==> src/rtl/csit_pkg.sv <==
// Shared types for the pushbutton front end and the core that consumes its classification.
package csit_pkg;

  typedef enum logic [1:0] {
    PT_NONE   = 2'b00,
    PT_SHORT  = 2'b01,
    PT_LONG   = 2'b10,
    PT_DOUBLE = 2'b11
  } press_type_t;

  typedef enum logic [2:0] {
    ST_IDLE,
    ST_PRESS1,
    ST_LONG_HELD,
    ST_WAIT2,
    ST_PRESS2
  } pb_state_t;

  function automatic int max_int(input int a, input int b);
    return (a > b) ? a : b;
  endfunction

endpackage

==> src/rtl/pb_debounce.sv <==
// Two-flop synchronizer and debounce counter for an active-low button; level moves 2+DB_CYCLES clocks after a stable raw edge.
// press_ev/release_ev are single-cycle flags asserted in the cycle before pb_level changes, so consumers step on the same edge.
module pb_debounce
  import csit_pkg::*;
#(
  parameter int DB_CYCLES = 100000
) (
  input  logic clk,
  input  logic rst,
  input  logic pb_n,
  output logic pb_level,
  output logic press_ev,
  output logic release_ev
);

  localparam int DW = $clog2(DB_CYCLES) + 1;
  localparam logic [DW-1:0] DB_LAST = DW'(DB_CYCLES - 1);

  logic          r_sync1;
  logic          r_sync2;
  logic          r_level;
  logic [DW-1:0] r_cnt;
  logic          w_differ;
  logic          w_settle;

  assign w_differ = (r_sync2 != r_level);
  assign w_settle = w_differ && (r_cnt == DB_LAST);

  always_ff @(posedge clk) begin
    if (rst) begin
      r_sync1 <= 1'b1;
      r_sync2 <= 1'b1;
      r_level <= 1'b1;
      r_cnt   <= '0;
    end else begin
      r_sync1 <= pb_n;
      r_sync2 <= r_sync1;
      // Any bounce back to the current level restarts the window.
      if (!w_differ || w_settle) begin
        r_cnt <= '0;
      end else begin
        r_cnt <= r_cnt + 1'b1;
      end
      if (w_settle) begin
        r_level <= r_sync2;
      end
    end
  end

  assign pb_level   = r_level;
  assign press_ev   = w_settle && !r_sync2;
  assign release_ev = w_settle && r_sync2;

endmodule

==> src/rtl/pb_press_classifier.sv <==
// Debounces the pushbutton and classifies each gesture as SHORT, LONG or DOUBLE with a one-cycle strobe.
// All outputs registered; no backpressure, the consumer must take press_valid when it fires.
module pb_press_classifier
  import csit_pkg::*;
#(
  parameter int DB_CYCLES   = 100000,
  parameter int LONG_CYCLES = 8000000,
  parameter int GAP_CYCLES  = 2500000
) (
  input  logic       clk,
  input  logic       rst,
  input  logic       pb_n,
  output logic       pb_level,
  output logic       press_valid,
  output logic [1:0] press_type
);

  localparam int TW = $clog2(max_int(LONG_CYCLES, GAP_CYCLES)) + 1;
  localparam logic [TW-1:0] LONG_LAST = TW'(LONG_CYCLES - 1);
  localparam logic [TW-1:0] GAP_LAST  = TW'(GAP_CYCLES - 1);

  logic        w_press_ev;
  logic        w_release_ev;
  pb_state_t   r_state;
  pb_state_t   w_state_nxt;
  logic [TW-1:0] r_timer;
  logic        w_emit;
  press_type_t w_emit_type;
  logic        r_press_valid;
  press_type_t r_press_type;

  pb_debounce #(
    .DB_CYCLES (DB_CYCLES)
  ) u_debounce (
    .clk        (clk),
    .rst        (rst),
    .pb_n       (pb_n),
    .pb_level   (pb_level),
    .press_ev   (w_press_ev),
    .release_ev (w_release_ev)
  );

  always_ff @(posedge clk) begin
    if (rst) begin
      r_state <= ST_IDLE;
    end else begin
      r_state <= w_state_nxt;
    end
  end

  always_comb begin
    w_state_nxt = r_state;
    w_emit      = 1'b0;
    w_emit_type = PT_NONE;
    case (r_state)
      ST_IDLE: begin
        if (w_press_ev) w_state_nxt = ST_PRESS1;
      end
      ST_PRESS1: begin
        if (w_release_ev) begin
          w_state_nxt = ST_WAIT2;
        end else if (r_timer == LONG_LAST) begin
          w_state_nxt = ST_LONG_HELD;
          w_emit      = 1'b1;
          w_emit_type = PT_LONG;
        end
      end
      ST_LONG_HELD: begin
        if (w_release_ev) w_state_nxt = ST_IDLE;
      end
      ST_WAIT2: begin
        // A second press landing on the expiry cycle still counts as a double.
        if (w_press_ev) begin
          w_state_nxt = ST_PRESS2;
        end else if (r_timer == GAP_LAST) begin
          w_state_nxt = ST_IDLE;
          w_emit      = 1'b1;
          w_emit_type = PT_SHORT;
        end
      end
      ST_PRESS2: begin
        if (w_release_ev) begin
          w_state_nxt = ST_IDLE;
          w_emit      = 1'b1;
          w_emit_type = PT_DOUBLE;
        end
      end
      default: w_state_nxt = ST_IDLE;
    endcase
  end

  always_ff @(posedge clk) begin
    if (rst) begin
      r_timer <= '0;
    end else if (w_state_nxt != r_state) begin
      r_timer <= '0;
    end else if (r_timer != '1) begin
      r_timer <= r_timer + 1'b1;
    end
  end

  always_ff @(posedge clk) begin
    if (rst) begin
      r_press_valid <= 1'b0;
      r_press_type  <= PT_NONE;
    end else begin
      r_press_valid <= w_emit;
      if (w_emit) begin
        r_press_type <= w_emit_type;
      end
    end
  end

  assign press_valid = r_press_valid;
  assign press_type  = r_press_type;

endmodule

==> config.mk <==
export PLATFORM = sky130hd
export DESIGN_NAME = pb_press_classifier
export DESIGN_NICKNAME = d
export VERILOG_FILES = /design/src/rtl/csit_pkg.sv /design/src/rtl/pb_debounce.sv /design/src/rtl/pb_press_classifier.sv
export SDC_FILE = /design/constraint.sdc
export NUM_CORES = 1
export LEC_CHECK = 0
export CAP_MARGIN = 10
export CORE_MARGIN = 4
export CORE_UTILIZATION = 30
export DETAILED_ROUTE_END_ITERATION = 6
export HOLD_SLACK_MARGIN = 0.06
export PLACE_DENSITY = 0.51
export SLEW_MARGIN = 15
export SYNTH_ARGS = -nofsm -noshare
export SYNTH_HDL_FRONTEND = slang
export SYNTH_HIERARCHICAL = 1
export SYNTH_SLANG_ARGS = --single-unit
==> constraint.sdc <==
create_clock -name clk -period 5 [get_ports clk]
set_clock_uncertainty 0.05 [all_clocks]
set_input_delay 0.5 -clock clk [delete_from_list [all_inputs] [get_ports clk]]
set_output_delay 0.5 -clock clk [all_outputs]
set_load 0.05 [all_outputs]
==> summary.txt, run 1 <==
STA
  • Total Negative Setup Slacks: 0 ns
  • Worst Tran Pin Value: 0.8780 ns
  • Final max-slew violation count: 0
  • Worst hold margin: 0.3672 ns
  • Final count of negative-setup-slack endpoints: 0
  • Slew margin rel.: 41.03%
  • Top achievable clock speed: 403.3 MHz
  • Final cycle utilization of the critical path: 49.59%
  • Final Critical Period: 2.480 ns
  • Setup repair after global routing missed its margin: no
  • Number of endpoints with negative hold slack in the final report: 0

CTS
  • Clock latency on the worst-skew pair: 0.30 ns
  • TritonCTS clock tree: yes
  • Post-CTS Setup Bufs: 0
  • Clock-pin slew on the worst setup and hold paths: 0.10 ns
  • Count of hold buffers inserted by post-cts repair: 0
  • # resized after CTS: 0
  • Maximum root-to-sink buffer count: 2
  • Total clock buffers created by CTS: 5
  • Cell at the root of the clock tree: sky130_fd_sc_hd__clkbuf_8
  • Total clock sinks: 51
  • Total number of H-tree levels: 2

Synthesis
  • Count of distinct cell types in the synthesized netlist: 56
  • Combined area of all synthesized cells: 0.002630 mm²
  • Cells after Synth: 303
  • Post-synth net total: 308
  • Flip-flop and latch count after synthesis: 51
  • Avg Synthesized Cell Area: 8.680 µm²
  • Synth Warn #: 6
  • Most instantiated flip-flop cell in the synthesis netlist: sky130_fd_sc_hd__dfxtp_1
  • EDFF count, synth: 0
  • Post-synthesis sequential area ratio: 38.82%
  • Fraction of registers with async set or reset after synthesis: 0%

Detailed routing
  • Wirelength, routed: 5.301 mm
  • Detailed-route via count: 2105
  • Routed len/inst: 12.96 µm
  • Vias per std cell: 5.147
  • Initial DRT Pass Iterations: 4
  • DRC violations left: 0
  • Post-detailed-route count of antenna-violating nets: 0
  • Iteration-0 DRC count of the detailed router: 118

Flow run
  • Max-Cap Viols: 0

Setup path
  • CP max FO: 13
  • Endpoint required time on the critical path: 5.12 ns
  • Crit Path Class: flop to flop
  • Critical path launch point type: flop
  • Startpoint of the most critical setup path: u_debounce/r_cnt[15]
  • Worst Setup End Kind: flop
  • FF-to-FF Start: u_debounce/r_cnt[15]
  • Data arrival time of the worst path: 2.60 ns

Floorplan
  • Starting density of the core: 31.38%
  • Number of top-level pins: 7
  • Die outline height: 101.6 µm
  • Core area: 0.008382 mm²
  • Row count: 33
  • Horiz. Die Dim: 101.6 µm
  • Die Area: 0.01033 mm²

Power
  • Clock network power share: 44.3%
  • Pwr/cell area: 268.6 mW/mm²
  • Seq pwr share: 53.7%
  • Leakage power figure: 0.0008639 µW
  • Switching part of the total power: 19.99%
  • Portion of total power attributed to combinational logic: 2.0%
  • Internal cell power: 614.3 µW
  • Switching power total: 153.4 µW
  • Worst VDD drop: 0.0001722 V

Placed design
  • Count of input and output buffers: 6
  • DP Wirelength: 3.753 mm
  • Placed cell count: 401
  • GPL Wtd Cong: 0.7654

Finish
  • # fillers: 855
  • Fraction of final layout cells with drive strength greater than 1: 8.553%
  • Area of combinational cells with multiple inputs: 0.001509 mm²
  • Number of nets in the final layout: 308
  • Sequential cell area: 0.001021 mm²
  • Layout-stage area growth over the synthesis result: 8.658%
  • Non-filler cells in the finished layout: 409
  • Antenna diode count: 0

Global routing
  • Total overflow reported by the global router: 0
  • Number of global-route vias before repair: 1928
  • Total Routing Usage GR: 10.98%
  • Maximum number of pins on one net before global-route repair: 18
  • Antenna violations before repair: 0
  • Wire length of the first global-routing pass: 9.183 mm

Hold path
  • Startpoint of the worst hold path: u_debounce/r_sync1
  • Worst hold path class: flop to flop

Status
  • Result of the run: finished, final reports clean
## worst max-delay path, stage by stage, from the launching register on
cell	delay [ns]
sky130_fd_sc_hd__dfxtp_1	0.40
sky130_fd_sc_hd__nor4bb_1	0.39
sky130_fd_sc_hd__and4_1	0.28
sky130_fd_sc_hd__nand2_1	0.09
sky130_fd_sc_hd__nor2_1	0.33
sky130_fd_sc_hd__nor2_1	0.07
sky130_fd_sc_hd__mux2i_1	0.14
sky130_fd_sc_hd__a21oi_1	0.10
sky130_fd_sc_hd__nand2_1	0.40
sky130_fd_sc_hd__nor2_1	0.10
## state kept, by name (all words and copies together), names as in the netlist
name                 cells
u_debounce/r_sync1       1
u_debounce/pb_level      1
press_type               2
press_valid              1
r_state                  3
u_debounce/r_cnt        18
r_timer                 24
u_debounce/r_sync2       1
## cells in the final DEF, fill, tap and decap left out, types with 3 or more instances in the layout
master                            instances
sky130_fd_sc_hd__dfxtp_1                 51
sky130_fd_sc_hd__nor2_1                  42
sky130_fd_sc_hd__nand2_1                 30
sky130_fd_sc_hd__xnor2_1                 22
sky130_fd_sc_hd__a21oi_1                 18
sky130_fd_sc_hd__nand4_1                 13
sky130_fd_sc_hd__nand3_1                 13
sky130_fd_sc_hd__xor2_1                   9
sky130_fd_sc_hd__o21ai_0                  7
sky130_fd_sc_hd__and3_1                   6
sky130_fd_sc_hd__clkdlybuf4s50_1          6
sky130_fd_sc_hd__and4_1                   5
sky130_fd_sc_hd__and2_1                   5
sky130_fd_sc_hd__nor2b_1                  5
sky130_fd_sc_hd__nor4_1                   5
sky130_fd_sc_hd__clkbuf_8                 5
sky130_fd_sc_hd__or3_1                    4
sky130_fd_sc_hd__a2111oi_1                3
sky130_fd_sc_hd__nor3_1                   3
sky130_fd_sc_hd__nand2b_1                 3
sky130_fd_sc_hd__a211oi_1                 3
sky130_fd_sc_hd__a31oi_1                  3
## cells in the mapped netlist, drive strengths merged (2+ instances only)
cell,count,share of area (%)
or4b,4,1.7
nor4bb,2,0.76
clkbuf,2,0.33
ha,2,0.95
a21oi,19,3.8
a2111oi,4,1.7
nand2b,3,0.71
o31ai,2,0.57
o21ai,9,1.9
or2,2,0.48
nor2,42,6.0
buf,11,3.5
nor2b,5,1.2
a31oi,3,0.71
and2,5,1.2
nand2,30,4.3
dfxtp,51,39
and3,8,2.1
nand3,14,2.9
nand3b,2,0.57
and4,6,2.0
or3,4,0.95
nor3b,2,0.57
or4,2,0.71
nor3,3,0.57
xnor2,22,7.3
xor2,9,3.0
nand4,15,4.0
nor4,8,2.9
a211oi,3,0.86
## final timing paths
check	endpoint	slack, ns	depth (start not counted)
setup / recovery	r_timer[12]	2.52	9
hold / removal	u_debounce/r_sync2	0.37	1
setup reg to reg	r_timer[12]	2.52	9
hold reg to reg	u_debounce/r_sync2	0.37	1
## logic make-up (layout without fill, tap and decap cells)
logic type / after synthesis / in the layout / share of synthesized area (%)
buf+inv: 13 / 14 / 3.805
fa+ha+maj: 2 / 2 / 0.9513
compound gates: 47 / 47 / 11.70
mux: 1 / 1 / 0.3806
xor+xnor: 31 / 31 / 10.32
flops: 51 / 51 / 38.82
simple gates: 158 / 158 / 34.01
## routing by layer
layer  routed length, µm  global-route usage [%]  part of all wire [%]  up-vias
met3                 147                   1.997                   2.8        4
met5                   0                       0                     0        -
met4                  64                   3.988                   1.2        0
li1                    -                       -                     -     1092
met2                2235                   15.95                    42       29
met1                2852                   16.13                    54      980
## through the flow
step	cell area [µm²]	setup slack (ns)	total power, µW	utilization (%)
2_1_floorplan	2630	3.079	432.9	-
3_3_place_gp	2721	2.582	437.1	32.47
3_5_place_dp	2721	2.536	437.3	32.47
4_1_cts	2858	2.482	783.4	34.09
5_1_grt	2858	2.158	802.7	34.09
6_report	2858	2.520	767.7	34.09
## power groups by stage
stage | Sequential (µW) | Clock [µW] | Combinational [µW]
final | 412 | 340 | 15.2
after global routing | 413 | 372 | 17.9
after CTS | 412 | 355 | 15.7
after detailed placement | 422 | 0 | 15.6
after global placement | 422 | 0 | 15.5
after floorplan | 421 | 0 | 11.9
## cell type report
| type | instances | share of cell area, % |
|---|---|---|
| Clock buffer | 5 | 2.408 |
| Tap cell | 105 | 4.597 |
| Clock inverter | 3 | 2.364 |
| Sequential cell | 51 | 35.73 |
| Multi-Input combinational cell | 239 | 52.80 |
| Timing Repair Buffer | 6 | 2.102 |
Power figures use the tool's default switching activity.
==> run 2: changes to the inputs <==
==> constraint.sdc (replaced) <==
create_clock -name clk -period 2.5 [get_ports clk]
set_clock_uncertainty 0.05 [all_clocks]
set_input_delay 0.25 -clock clk [delete_from_list [all_inputs] [get_ports clk]]
set_output_delay 0.25 -clock clk [all_outputs]
set_load 0.05 [all_outputs]
==> run 2 against run 1 <==
Against the previous run: wire length rose by 0.94%; combinational power rose by 130%; global-route usage rose by 0.13 points; die area did not move; via count rose by 1.8%; final cell count rose by 2.4%; clock-buffer cell count rose by 1; critical path type unchanged; largest cell class unchanged.
==> summary.txt, run 2 (same netlist as run 1, synthesis figures left out) <==
Setup path
  • Startpoint of the most critical setup path: u_debounce/r_cnt[6]
  • CP max FO: 13 (unchanged)
  • FF-to-FF Start: u_debounce/r_cnt[6]
  • Crit Path Class: flop to flop
  • Worst Setup End Kind: flop
  • Data arrival time of the worst path: 2.32 ns (-0.28 ns)
  • Endpoint required time on the critical path: 2.63 ns (-2.49 ns)
  • Critical path launch point type: flop

Hold path
  • Worst hold path class: flop to flop
  • Startpoint of the worst hold path: u_debounce/r_sync1

Global routing
  • Total Routing Usage GR: 11.11% (+0.13 points)
  • Maximum number of pins on one net before global-route repair: 17 (-1)
  • Total overflow reported by the global router: 0 (unchanged)
  • Wire length of the first global-routing pass: 9.315 mm (+1.4%)
  • Antenna violations before repair: 0 (unchanged)
  • Number of global-route vias before repair: 1946 (+0.93%)

CTS
  • TritonCTS clock tree: yes
  • Total clock sinks: 51 (unchanged)
  • Clock-pin slew on the worst setup and hold paths: 0.09 ns (about the same)
  • # resized after CTS: 0 (unchanged)
  • Total number of H-tree levels: 2 (unchanged)
  • Clock latency on the worst-skew pair: 0.30 ns (about the same)
  • Maximum root-to-sink buffer count: 2 (unchanged)
  • Cell at the root of the clock tree: sky130_fd_sc_hd__clkbuf_8
  • Count of hold buffers inserted by post-cts repair: 0 (unchanged)
  • Post-CTS Setup Bufs: 0 (unchanged)
  • Total clock buffers created by CTS: 5 (unchanged)

Floorplan
  • Row count: 33 (unchanged)
  • Horiz. Die Dim: 101.6 µm (unchanged)
  • Number of top-level pins: 7 (unchanged)
  • Core area: 0.008382 mm² (unchanged)
  • Die Area: 0.01033 mm² (unchanged)
  • Die outline height: 101.6 µm (unchanged)
  • Starting density of the core: 31.38% (unchanged)

Detailed routing
  • Wirelength, routed: 5.351 mm (+0.94%)
  • Routed len/inst: 12.77 µm (-1.5%)
  • Initial DRT Pass Iterations: 4 (unchanged)
  • DRC violations left: 0 (unchanged)
  • Iteration-0 DRC count of the detailed router: 110 (-6.8%)
  • Detailed-route via count: 2142 (+1.8%)
  • Post-detailed-route count of antenna-violating nets: 0 (unchanged)
  • Vias per std cell: 5.112 (-0.67%)

STA
  • Final cycle utilization of the critical path: 87.54% (+38 points)
  • Slew margin rel.: 56.38% (+15 points)
  • Worst Tran Pin Value: 0.6542 ns (-0.2238 ns)
  • Final Critical Period: 2.188 ns (-0.2911 ns)
  • Number of endpoints with negative hold slack in the final report: 0 (unchanged)
  • Worst hold margin: 0.3687 ns (+0.001540 ns)
  • Final count of negative-setup-slack endpoints: 0 (unchanged)
  • Setup repair after global routing missed its margin: no
  • Total Negative Setup Slacks: 0 ns (unchanged)
  • Final max-slew violation count: 0 (unchanged)
  • Top achievable clock speed: 456.9 MHz (+13%)

Finish
  • Antenna diode count: 0 (unchanged)
  • Layout-stage area growth over the synthesis result: 11.04%
  • Design area: 0.002920 mm² (+2.2%)
  • Register name with the most flops: r_timer
  • Fraction of final layout cells with drive strength greater than 1: 11.78% (+3.2 points)
  • Leading cell type in the layout, fill and taps excluded: sky130_fd_sc_hd__dfxtp_1
  • Number of nets in the final layout: 318 (+3.2%)
  • Commonest cells after routing, fill and taps aside: 51 x sky130_fd_sc_hd__dfxtp_1, 42 x sky130_fd_sc_hd__nor2_1, 30 x sky130_fd_sc_hd__nand2_1
  • Biggest regs: r_timer: 24 flops, u_debounce/r_cnt: 18 flops, r_state: 3 flops
  • Flip-flop count of the largest register after layout: 24 (unchanged)
  • # fillers: 869 (+1.6%)

Placed design
  • GPL Wtd Cong: 0.7919 (+3.5%)
  • Count of input and output buffers: 6 (unchanged)
  • DP Wirelength: 3.923 mm (+4.5%)
  • Cell area reported after detailed placement: 0.002796 mm² (+2.8%)

Power
  • Leakage power figure: 0.0009128 µW (+5.7%)
  • Pwr/cell area: 498.6 mW/mm² (+86%)
  • Worst VDD drop: 0.0002190 V (+27%)

Flow run
  • Max-Cap Viols: 0 (unchanged)

Status
  • Result of the run: finished, final reports clean
-- run 2: power by group --
part	total, µW	switching, µW	leakage, µW	internal, µW
Combinational	35.2	19.6	0.000440	15.6
Clock	597	273	0.0000612	324
Sequential	824	6.14	0.000412	818
-- run 2: final timing paths --
path / end / slack [ns] / cells after the start
setup / recovery: r_timer[14] / 0.31 / 10
hold / removal: u_debounce/r_sync2 / 0.37 / 1
setup reg to reg: r_timer[14] / 0.31 / 10
hold reg to reg: u_debounce/r_sync2 / 0.37 / 1
-- run 2: routing by layer --
metal	wire (µm)	global-route usage (%)
met5	0	0
met4	91	4.294
met3	126	2.066
met2	2319	16.40
met1	2814	15.96
-- run 2: final cells by class --
class | count | area (µm²) | share of cell area, %
Sequential cell | 51 | 1021 | 34.96
Clock inverter | 2 | 35.03 | 1.200
Multi-Input combinational cell | 239 | 1515 | 51.89
Tap cell | 105 | 131.4 | 4.499
Clock buffer | 6 | 82.58 | 2.828
Timing Repair Buffer | 16 | 135.1 | 4.627
-- run 2: worst max-delay path: stages (launching register included) --
cell and delay [ns]:
sky130_fd_sc_hd__dfxtp_1 0.36, sky130_fd_sc_hd__nor4_1 0.36, sky130_fd_sc_hd__and4_1 0.28, sky130_fd_sc_hd__nand2_1 0.09
sky130_fd_sc_hd__nor2_1 0.27, sky130_fd_sc_hd__nor2_1 0.08, sky130_fd_sc_hd__mux2i_1 0.14, sky130_fd_sc_hd__a21oi_1 0.10
sky130_fd_sc_hd__nand2_1 0.06, sky130_fd_sc_hd__buf_4 0.20, sky130_fd_sc_hd__a311oi_1 0.07
-- run 2: through the flow --
| step | worst slack, ns | total power [µW] | instances | util, % |
|---|---|---|---|---|
| finish | 0.3115 | 1456 | 419 | 34.84 |
| global placement | 0.3627 | 878.8 | 411 | 33.36 |
| CTS | 0.2865 | 1484 | 419 | 34.77 |
| floorplan | 0.5785 | 865.8 | 303 | - |
| global route | 0.04313 | 1522 | 419 | 34.84 |
| detailed placement | 0.3316 | 878.8 | 411 | 33.36 |
==> run 3: changes to the inputs <==
--- a/config.mk
+++ b/config.mk
@@ -5,13 +5,12 @@
 export SDC_FILE = /design/constraint.sdc
 export NUM_CORES = 1
 export LEC_CHECK = 0
-export CAP_MARGIN = 10
+export CAP_MARGIN = 20
 export CORE_MARGIN = 4
 export CORE_UTILIZATION = 30
 export DETAILED_ROUTE_END_ITERATION = 6
 export HOLD_SLACK_MARGIN = 0.06
 export PLACE_DENSITY = 0.51
-export SLEW_MARGIN = 15
 export SYNTH_ARGS = -nofsm -noshare
 export SYNTH_HDL_FRONTEND = slang
 export SYNTH_HIERARCHICAL = 1
==> results of run 3 <==
Same layout as run 2: the final DEF is identical, and so are final timing and power.
==> variant 1: new RTL, config.mk and constraints of run 3 <==
Remove the register `r_press_valid`: a continuous assignment takes its place, so the output `press_valid` follows one clock earlier.
--- a/src/rtl/pb_press_classifier.sv
+++ b/src/rtl/pb_press_classifier.sv
@@ -101,16 +101,16 @@
 
   always_ff @(posedge clk) begin
     if (rst) begin
-      r_press_valid <= 1'b0;
       r_press_type  <= PT_NONE;
     end else begin
-      r_press_valid <= w_emit;
       if (w_emit) begin
         r_press_type <= w_emit_type;
       end
     end
   end
 
+  assign r_press_valid = w_emit;
+
   assign press_valid = r_press_valid;
   assign press_type  = r_press_type;
 
Formal check against the unedited RTL: same outputs for any inputs over 10 cycles, from zero or initial values and one cycle with rst high; that may be too few to reach the edited logic, so the function may still have changed.
==> variant 1 against run 3 <==
  * Sequential cell count down 1
  * Via count up 6.0%
  * Hold slack better by 0.0013 ns
  * Synthesized area up 0.95%
  * Design area up 8.0%
  * Register-to-register slack worse by 0.12 ns
  * Total power down 1.6%
  * Setup slack worse by 0.22 ns
  * Sequential power down 2%
  * Routed wire length up 14%
  * Synthesized cell count up 0.66%
  * Die area up 0.88%
  * Highest routed layer unchanged
==> variant 1: results <==
global_routing:
  grt_usage: 0.124
  grt_pass1_wl_um: 10400
  grt_max_degree: 16
  grt_pass1_vias: 2069
  antenna_found_initial: 0
critical_path:
  crit_fanout: 6
  crit_arrival_ns: 2.11
synthesis:
  ys_warn_count: 6
  yosysSeqAreaShare: 0.377
  async_flop_share: 0
  synth_nets: 310
  synth_cell_types: 60
  synth.area.top_cells: "dfxtp_1 38%, xor2_1 5.6%, nor3_1 4.5%, xnor2_1 3.6%, nor2_1 3.3%"
  ys.flop_type: "dfxtp_1"
  ys_top_cells_by_count: "50 x dfxtp_1, 24 x nor3_1, 23 x nor2_1"
  syn_avg_cell_area_um2: 8.71
routing:
  vias: 2270
  drt_pass1_iterations: 4
  viasPerCell: 5.19
  totalWireLength_um: 6090
  drc_errors: 0
  drt_iter0_drc: 115
clock_tree:
  cts-buffers-inserted: 5
  cts_max_path_buffers: 2
  insertion_delay_ns: 0.30
  htreeDepth: 2
  path_clk_slew_ns: 0.09
  hold_buffers: 0
  cts_root_buf: "clkbuf_8"
flow_run:
  cap_violations: 0
final_layout:
  top_regs: "r_timer x24, u_debounce/r_cnt x18, r_state x3"
  final_nets: 334
  n_antenna_cell: 0
  drive_gt1_frac: 0.204
  fillers: 893
min_path:
  min_path_type: "flip-flop to flip-flop"
power:
  p_leak_nw: 1.03
  p_sw_frac: 0.205
  ir_drop_v: 0.000220
placed_design:
  port_buffers: 6
  gp_congestion: 0.761
  dpl.hpwl_um: 4340
  dp_cells: 424
run_status:
  status: "completed"
timing:
  slew_viol_final: 0
  max_slew.worst_pin.slew_ns: 0.701
## variant 1: layout make-up
class	instances	area share
multi-input cells	239	0.521
inverters	3	0.00357
repair buffers	30	0.0778
well taps	108	0.0429
clock inverters	1	0.00952
flip-flops and latches	50	0.319
clock buffers	6	0.0262
## variant 1: timing repair
| item | in CTS | in global routing |
|---|---|---|
| gates resized for setup | 8 | 13 |
| setup endpoints to repair | 1 | 8 |
| pin swaps | 3 | 6 |
| buffers inserted | 2 | 4 |
| endpoints found under the hold margin | 0 | 0 |
## variant 1: logic make-up after synthesis
logic type | Yosys count | synth area share
simple gates | 157 | 0.353
compound gates | 51 | 0.131
flops | 50 | 0.377
xor+xnor | 28 | 0.0924
buf+inv | 16 | 0.0344
fa+ha+maj | 2 | 0.00942
mux | 1 | 0.00377
## variant 1: power groups by stage
stage	combinational, mW	sequential, mW	clock, mW
2_1_floorplan	0.0211	0.826	0
3_3_place_gp	0.0375	0.827	0
5_1_grt	0.0433	0.810	0.646
4_1_cts	0.0380	0.808	0.614
6_report	0.0391	0.809	0.585
3_5_place_dp	0.0376	0.827	0
## variant 1: final timing paths
| kind | endpoint | slack (ns) | cells past startpoint | startpoint |
|---|---|---|---|---|
| max | press_valid | 0.09 | 6 | r_timer[15] |
| max reg2reg | r_timer[8] | 0.19 | 10 | u_debounce/r_cnt[0] |
| min | u_debounce/r_sync2 | 0.37 | 1 | u_debounce/r_sync1 |
| min reg2reg | u_debounce/r_sync2 | 0.37 | 1 | u_debounce/r_sync1 |
## variant 1: layer usage
metal	track usage	vias to the layer above	routed length, um
met5	0	-	0
met4	0.0373	0	29
met3	0.0294	2	166
met2	0.177	28	2600
met1	0.184	1064	3300
li1	-	1176	-
## variant 1: per-stage QoR
step / setup TNS [ns] / area, um2 / utilization / worst slack (ns)
after floorplan: 0 / 2660 / - / 0.135
after global placement: 0 / 2900 / 0.334 / 0.152
after detailed placement: 0 / 2900 / 0.334 / 0.109
after CTS: 0 / 3060 / 0.353 / 0.00933
after global routing: -0.0248 / 3150 / 0.363 / -0.0248
final: 0 / 3150 / 0.363 / 0.0946
## variant 1: critical path, stage by stage (launching register included)
cell and delay (ns):
dfxtp_1 0.38, or4b_4 0.57, and4bb_4 0.39, and3_2 0.20, nor2b_2 0.05, nand2_1 0.07
buf_6 0.16
==> variant 2: new RTL, config.mk and constraints of run 3 <==
Made on the original files. `DB_CYCLES` is set to 100000 in 2 places; all go to 50000.
--- a/src/rtl/pb_debounce.sv
+++ b/src/rtl/pb_debounce.sv
@@ -3,7 +3,7 @@
 module pb_debounce
   import csit_pkg::*;
 #(
-  parameter int DB_CYCLES = 100000
+  parameter int DB_CYCLES = 50000
 ) (
   input  logic clk,
   input  logic rst,
--- a/src/rtl/pb_press_classifier.sv
+++ b/src/rtl/pb_press_classifier.sv
@@ -3,7 +3,7 @@
 module pb_press_classifier
   import csit_pkg::*;
 #(
-  parameter int DB_CYCLES   = 100000,
+  parameter int DB_CYCLES   = 50000,
   parameter int LONG_CYCLES = 8000000,
   parameter int GAP_CYCLES  = 2500000
 ) (
Check against the original RTL: no difference found for any inputs over 10 cycles, from zero or initial values and one cycle with rst high; that may be too few to reach the edited logic, so the function may still have changed.
==> variant 2 against run 3 <==
  * Design area is 4.3% lower
  * Routed wire length fell by 3.0%
  * Core utilization down 0.84 points
  * Synthesized area is 3.3% lower
  * Total power is 11% lower
  * Synthesized cell count is 2.6% lower
  * Final cell count shrank 1.9%
  * Sequential share of layout area is 0.86 points higher
  * Sequential cell count fell by 1
  * Setup slack worse by 0.054 ns
  * Critical path depth did not move
==> variant 2: results <==
run_status:
  status: "completed"
final_layout:
  clkCellAreaFrac: 0.0287
  final_nets: 311
  n_antenna_cell: 0
  buffer_area_frac: 0.0457
  seq_cell_count: 50
  top_regs: "r_timer x24, u_debounce/r_cnt x17, r_state x3"
  multi_input_gates: 231
  multi_input_area_um2: 1440
  regArea_um2: 1000
  fin_cells: 411
  nNonClkBuffers: 15
  multi_input_area_share: 0.516
  non_clock_inverter_count: 3
  fillers: 866
  drive_gt1_frac: 0.0980
synthesis:
  yosysSeqAreaShare: 0.394
  synth_cell_types: 50
  syn_avg_cell_area_um2: 8.62
  synth_nets: 300
  async_flop_share: 0
  synth_area_um2: 2540
  synth.area.top_cells: "dfxtp_1 39%, xnor2_1 12%, nor2_1 7.8%, nand2_1 3.4%, nand3_1 3.3%"
  ys.flop_type: "dfxtp_1"
  ys_top_cells_by_count: "53 x nor2_1, 50 x dfxtp_1, 35 x xnor2_1"
power:
  p_switching_mw: 0.286
  pg_clk_mw: 0.453
  ir_drop_v: 0.000191
  p_seq_frac: 0.625
  power_density_nw_per_um2: 463
  p_leak_nw: 0.830
placed_design:
  dp_cells: 404
  dp_slack_ns: 0.265
  gp_congestion: 0.794
  dpl.hpwl_um: 3650
  placed_area_um2: 2710
global_routing:
  grt_pass1_vias: 1922
  grt_pass1_wl_um: 9200
  grt_usage: 0.113
  grt_max_degree: 18
clock_tree:
  cts_max_path_buffers: 2
  cts-buffers-inserted: 5
  htreeDepth: 2
  cts_resized: 0
  post_cts_buffers: 0
  cts_root_buf: "clkbuf_8"
  insertion_delay_ns: 0.30
  path_clk_slew_ns: 0.09
routing:
  viasPerCell: 4.94
  drt_pass1_iterations: 4
  drt_iter0_drc: 114
  drtAntennaViolNets: 0
  wire_per_inst_um: 12.6
critical_path:
  crit_slowest_cell: "or4_4"
  crit_arrival_ns: 2.38
  critical-path-top-delay-family: "simple AND/OR/NAND/NOR gates"
  cpPeakStageDelay_ns: 0.44
  crit_fanout: 13
timing:
  max_slew.worst_pin.slew_ns: 0.629
min_path:
  min_path_type: "flip-flop to flip-flop"
-- variant 2: worst paths after layout --
| check | from | to | slack [ns] | cells past startpoint |
|---|---|---|---|---|
| setup / recovery | u_debounce/r_cnt[9] | r_timer[23] | 0.26 | 10 |
| hold / removal | u_debounce/r_sync1 | u_debounce/r_sync2 | 0.37 | 1 |
| setup reg to reg | u_debounce/r_cnt[9] | r_timer[23] | 0.26 | 10 |
| hold reg to reg | u_debounce/r_sync1 | u_debounce/r_sync2 | 0.37 | 1 |
-- variant 2: cells by family after synthesis --
logic type | after synthesis | share of synthesized area
DFF | 50 | 0.394
muxes | 2 | 0.00787
xor gates and xnor gates | 36 | 0.124
and+or+nand+nor | 159 | 0.339
buffers and inverters | 14 | 0.0389
adders and majority gates | 2 | 0.00984
AOI/OAI and AO/OA | 32 | 0.0866
-- variant 2: layer usage --
layer  vias to the layer above  track usage  wire length (um)
met5                         -            0                 0
met4                         0       0.0487                97
met3                         9       0.0243               125
met2                        17        0.173              2350
met1                       942        0.154              2620
li1                       1061            -                 -
